## src/rtl/stack_unit_pkg.sv

```systemverilog
// Shared definitions for the hardware stack engine:
// page/reset defaults, state encodings and datapath widths.
package stack_unit_pkg;

    localparam logic [7:0] STACK_PAGE_DEF = 8'h01;
    localparam logic [7:0] SP_RESET_DEF   = 8'hFF;

    localparam int BYTE_W  = 8;
    localparam int WORD_W  = 16;
    localparam int ADDR_W  = 16;
    localparam int DEPTH_W = 9;

    typedef logic [2:0] state_t;

    localparam state_t S_IDLE    = 3'd0;
    localparam state_t S_PUSH_HI = 3'd1;
    localparam state_t S_PUSH_LO = 3'd2;
    localparam state_t S_POP_LO  = 3'd3;
    localparam state_t S_POP_HI  = 3'd4;
    localparam state_t S_DONE    = 3'd5;

endpackage

```

## src/rtl/stack_unit.sv

```systemverilog
// Stack engine: owns SP and depth, turns push/pop requests into
// byte-wide accesses on the stack page of the data RAM.
module stack_unit
    import stack_unit_pkg::*;
#(
    parameter logic [7:0] STACK_PAGE = STACK_PAGE_DEF,
    parameter logic [7:0] SP_RESET   = SP_RESET_DEF
) (
    input  logic                clk,
    input  logic                reset,
    input  logic                push_req,
    input  logic                pop_req,
    input  logic                wide,
    input  logic [WORD_W-1:0]   push_data,
    input  logic                sp_load,
    input  logic [BYTE_W-1:0]   sp_in,
    output logic                busy,
    output logic                done,
    output logic                err,
    output logic [WORD_W-1:0]   pop_data,
    output logic [BYTE_W-1:0]   sp,
    output logic [ADDR_W-1:0]   ram_addr,
    output logic [BYTE_W-1:0]   ram_wdata,
    output logic                ram_we,
    output logic                ram_re,
    input  logic [BYTE_W-1:0]   ram_rdata
);

    localparam logic [DEPTH_W-1:0] DEPTH_RESET = {1'b0, 8'hFF - SP_RESET};

    state_t              state_q, state_d;
    logic [BYTE_W-1:0]   sp_q, sp_d;
    logic [DEPTH_W-1:0]  depth_q, depth_d;
    logic [WORD_W-1:0]   pop_data_q, pop_data_d;
    logic [WORD_W-1:0]   data_q, data_d;
    logic                err_q, err_d;
    logic                wide_q, wide_d;

    logic [BYTE_W-1:0]   sp_inc;
    logic [9:0]          need;
    logic [9:0]          depth_ext;

    assign sp_inc    = sp_q + 8'd1;
    assign need      = wide ? 10'd2 : 10'd1;
    assign depth_ext = {1'b0, depth_q};

    always_ff @(posedge clk) begin
        if (reset) begin
            state_q    <= S_IDLE;
            sp_q       <= SP_RESET;
            depth_q    <= DEPTH_RESET;
            pop_data_q <= '0;
            data_q     <= '0;
            err_q      <= 1'b0;
            wide_q     <= 1'b0;
        end else begin
            state_q    <= state_d;
            sp_q       <= sp_d;
            depth_q    <= depth_d;
            pop_data_q <= pop_data_d;
            data_q     <= data_d;
            err_q      <= err_d;
            wide_q     <= wide_d;
        end
    end

    always_comb begin
        state_d    = state_q;
        sp_d       = sp_q;
        depth_d    = depth_q;
        pop_data_d = pop_data_q;
        data_d     = data_q;
        err_d      = err_q;
        wide_d     = wide_q;
        case (state_q)
            S_IDLE: begin
                if (sp_load) begin
                    sp_d    = sp_in;
                    depth_d = {1'b0, 8'hFF - sp_in};
                end else if (push_req && pop_req) begin
                    state_d = S_DONE;
                    err_d   = 1'b1;
                end else if (push_req) begin
                    wide_d = wide;
                    data_d = push_data;
                    if (depth_ext + need <= 10'd256) begin
                        state_d = wide ? S_PUSH_HI : S_PUSH_LO;
                        err_d   = 1'b0;
                    end else begin
                        state_d = S_DONE;
                        err_d   = 1'b1;
                    end
                end else if (pop_req) begin
                    wide_d = wide;
                    if (depth_ext >= need) begin
                        state_d = S_POP_LO;
                        err_d   = 1'b0;
                    end else begin
                        state_d = S_DONE;
                        err_d   = 1'b1;
                    end
                end
            end
            S_PUSH_HI: begin
                sp_d    = sp_q - 8'd1;
                depth_d = depth_q + 9'd1;
                state_d = S_PUSH_LO;
            end
            S_PUSH_LO: begin
                sp_d    = sp_q - 8'd1;
                depth_d = depth_q + 9'd1;
                state_d = S_DONE;
            end
            S_POP_LO: begin
                sp_d       = sp_inc;
                depth_d    = depth_q - 9'd1;
                // A word pop fills the high byte on the following access
                pop_data_d = {wide_q ? pop_data_q[15:8] : 8'h00, ram_rdata};
                state_d    = wide_q ? S_POP_HI : S_DONE;
            end
            S_POP_HI: begin
                sp_d       = sp_inc;
                depth_d    = depth_q - 9'd1;
                pop_data_d = {ram_rdata, pop_data_q[7:0]};
                state_d    = S_DONE;
            end
            S_DONE: begin
                state_d = S_IDLE;
            end
            default: begin
                state_d = S_IDLE;
            end
        endcase
    end

    always_comb begin
        busy      = (state_q != S_IDLE);
        done      = 1'b0;
        err       = 1'b0;
        ram_addr  = '0;
        ram_wdata = '0;
        ram_we    = 1'b0;
        ram_re    = 1'b0;
        case (state_q)
            S_PUSH_HI: begin
                ram_addr  = {STACK_PAGE, sp_q};
                ram_wdata = data_q[15:8];
                ram_we    = 1'b1;
            end
            S_PUSH_LO: begin
                ram_addr  = {STACK_PAGE, sp_q};
                ram_wdata = data_q[7:0];
                ram_we    = 1'b1;
            end
            S_POP_LO, S_POP_HI: begin
                ram_addr = {STACK_PAGE, sp_inc};
                ram_re   = 1'b1;
            end
            S_DONE: begin
                done = 1'b1;
                err  = err_q;
            end
            default: begin
                done = 1'b0;
            end
        endcase
    end

    assign pop_data = pop_data_q;
    assign sp       = sp_q;

endmodule

```

## config.mk

```make
export PLATFORM = sky130hd
export DESIGN_NAME = stack_unit
export DESIGN_NICKNAME = d
export VERILOG_FILES = /design/src/rtl/stack_unit_pkg.sv /design/src/rtl/stack_unit.sv
export SDC_FILE = /design/constraint.sdc
export NUM_CORES = 1
export LEC_CHECK = 0
export ABC_AREA = 1
export CAP_MARGIN = 15
export CORE_UTILIZATION = 54
export CTS_BUF_LIST = sky130_fd_sc_hd__clkbuf_8
export CTS_CLUSTER_SIZE = 24
export DETAILED_ROUTE_END_ITERATION = 8
export GPL_ROUTABILITY_DRIVEN = 0
export MAX_ROUTING_LAYER = met4
export PLACE_DENSITY_LB_ADDON = 0.1
export REMOVE_ABC_BUFFERS = 1
export SETUP_SLACK_MARGIN = 0.4
export SLEW_MARGIN = 5
export SYNTH_ARGS = -nofsm -noshare
export SYNTH_HDL_FRONTEND = slang
export SYNTH_SLANG_ARGS = --single-unit
```

## constraint.sdc

```tcl
create_clock -name clk -period 4.26 [get_ports clk]
set_clock_uncertainty 0.15 [all_clocks]
set_input_delay 1.065 -clock clk [delete_from_list [all_inputs] [get_ports clk]]
set_output_delay 1.065 -clock clk [all_outputs]
set_load 0.1 [all_outputs]
```

==> flow_metrics.tcl <==
set metrics [dict create \
    clk_pin_slew_ns 0.10 \
    timing_worst_setup_path_type "reg -> out" \
    fp.dieW_um 80.9 \
    final_common_cell "nand2_1" \
    htree_levels 2 \
    antenna_cells 0 \
    layout_common_cells "72 x nand2_1, 61 x nor2_1, 61 x clkdlybuf4s50_1, 54 x dfxtp_1" \
    layoutNonFillerInstCount 629 \
    grt_use_total_pct 27.4 \
    rsz0062_at_grt "false" \
    synth_top_flop_cell "dfxtp_1" \
    drv_cap 0 \
    path_cells "buf_4, inv_2, nand3_2, nand2_4, nand3_1, o21ai_0, buf_4" \
    synth_seq_cells 54 \
    synth_edf_count 0 \
    synth-async-reset-ratio_pct 0 \
    min_period_ns 3.42 \
    grt_overflow_total 0 \
    post_cts_resized 0 \
    hold_viol 0 \
    cp_top_family "simple AND/OR/NAND/NOR gates" \
    grt_pass1_wl_um 13700 \
    relSlewSlack_pct 35.0 \
    cts_hold_buf 0 \
    initial_utilization_pct 56.4 \
    critPathSlowestCell "nand2_4" \
    dieArea_mm2 0.00655 \
    slew_viol_final 0 \
    ios 91 \
    cp_common_cell "buf_4" \
    netlist_area_mm2 0.00336 \
    tightest_slew_ns 0.971 \
    hpwlAfterDp_um 5990 \
    n_fill_cell 543 \
    cp.arrival_ns 2.20 \
    crit_required_ns 3.04 \
    clock_latency_ns 0.31 \
    critPathCaptureType "output port" \
    syn_inst 479 \
    ant_nets 0 \
    setup_violations 0 \
    avgSynthCellArea_um2 7.02 \
    vias 3426 \
    numCtsBuffers 5 \
    crit_buf_inv 3 \
    grt_pass1_vias 3083 \
    num_rows 28 \
    cts_buffer_depth 2 \
    grt_max_degree 32 \
    coreArea_mm2 0.00596 \
    hold_class "reg -> reg" \
    die_h_um 80.9 \
    drt-total-wl_um 8310 \
    drive_gt1_share_pct 9.75 \
    post-route-period-util_pct 80.3 \
    fmax_mhz 292 \
    placed_cells 621 \
    status "finished, final reports clean" \
    tritoncts "done" \
    drt_iter0_markers 164 \
    ys_seq_area_share_pct 32.2 \
    fin_nets 608 \
    wl_per_cell_um 13.2 \
    viasPerCell 5.45 \
    cts_root_buf "clkbuf_8" \
    crit_fanout 20 \
    drc 0 \
    synth_cell_types 41 \
    yosysWarningCount 0 \
    io_buffers 83 \
    critPathMaxStageDelay_ns 0.41 \
    postCtsSetupRepairBufs 0 \
    first_pass_iters 4 \
    clkSinkCount 54 \
    start_kind "register" \
    area_growth_pct 25.3 \
    antenna_found_initial 0 \
]
==> cell type report <==
class                   count  area (um^2)  share of cell area (%)
clock buffers               5         68.8                    1.63
clock inverters             3         41.3                   0.980
inverters                  54          209                    4.96
multi-input cells         353         1930                    45.8
flip-flops and latches     54         1080                    25.7
well taps                  75         93.8                    2.23
repair buffers             85          791                    18.8
==> Yosys cell counts, types with 3 or more instances <==
| cell | count | share of area (%) |
|---|---|---|
| nand2_1 | 72 | 8.0 |
| nor2_1 | 61 | 6.8 |
| dfxtp_1 | 54 | 32 |
| o21ai_0 | 48 | 7.1 |
| inv_1 | 47 | 5.2 |
| a21oi_1 | 43 | 6.4 |
| nand3_1 | 32 | 4.8 |
| ha_1 | 15 | 5.6 |
| o211ai_1 | 12 | 2.7 |
| nand4_1 | 11 | 2.0 |
| o21ai_1 | 9 | 1.3 |
| buf_4 | 8 | 1.8 |
| clkbuf_1 | 8 | 0.89 |
| buf_6 | 6 | 2.0 |
| xor2_1 | 6 | 1.6 |
| nand2_4 | 5 | 1.7 |
| inv_2 | 3 | 0.33 |
| nor3_1 | 3 | 0.45 |
| o21bai_1 | 3 | 0.67 |
| or2_2 | 3 | 0.56 |
==> state kept, by name (all words and copies together), names as in the netlist <==
name      count
wide_q        1
data_q       16
state_q       3
err_q         1
pop_data     16
depth_q       9
sp            8
==> logic make-up after synthesis <==
kind of cell	count (synthesis)	synth area share (%)
fa+ha+maj	17	6.77
simple gates	197	27.1
flops	54	32.2
other cells	1	0.112
compound gates	124	20.6
xor+xnor	8	2.08
buf+inv	78	11.2
==> stage by stage <==
stage	setup TNS (ns)	hold slack [ns]	setup WS, ns	util [%]	cell area (um^2)
detailed placement	0	0.289	0.623	68.9	4100
global route	0	0.330	0.683	70.7	4210
finish	0	0.302	0.841	70.7	4210
floorplan	-3.47	0.277	-0.576	-	3220
global placement	0	0.285	0.747	68.9	4100
CTS	0	0.304	0.823	70.7	4210
==> worst reg2reg max path: stages, from the launching register on <==
cell,delay (ns)
dfxtp_1,0.31
buf_4,0.18
inv_2,0.11
nand3_2,0.30
nand2_4,0.41
ha_1,0.36
a21oi_1,0.20
nor2_1,0.06
nor2_1,0.08
nand2_1,0.06
xor2_1,0.13
o21ai_0,0.17
a21oi_1,0.09
==> metal layers <==
| layer | wire, um | track usage, % | part of all wire, % |
|---|---|---|---|
| met1 | 3730 | 33.0 | 45 |
| met2 | 3960 | 46.1 | 48 |
| met3 | 453 | 3.82 | 5.5 |
| met4 | 159 | 10.4 | 1.9 |
| met5 | 0 | - | 0 |
==> path summary, 6_finish.rpt <==
kind              start           to  slack [ns]  cells past startpoint
max          state_q[2]  ram_addr[4]        0.84                      7
min           data_q[9]    data_q[9]        0.30                      2
min reg2reg   data_q[9]    data_q[9]        0.30                      2
max reg2reg  state_q[2]   depth_q[6]        1.55                     12
Power is left out: the tool's default activity adds up to more than one toggle a clock period on the data nets, which glitch-free logic cannot reach.
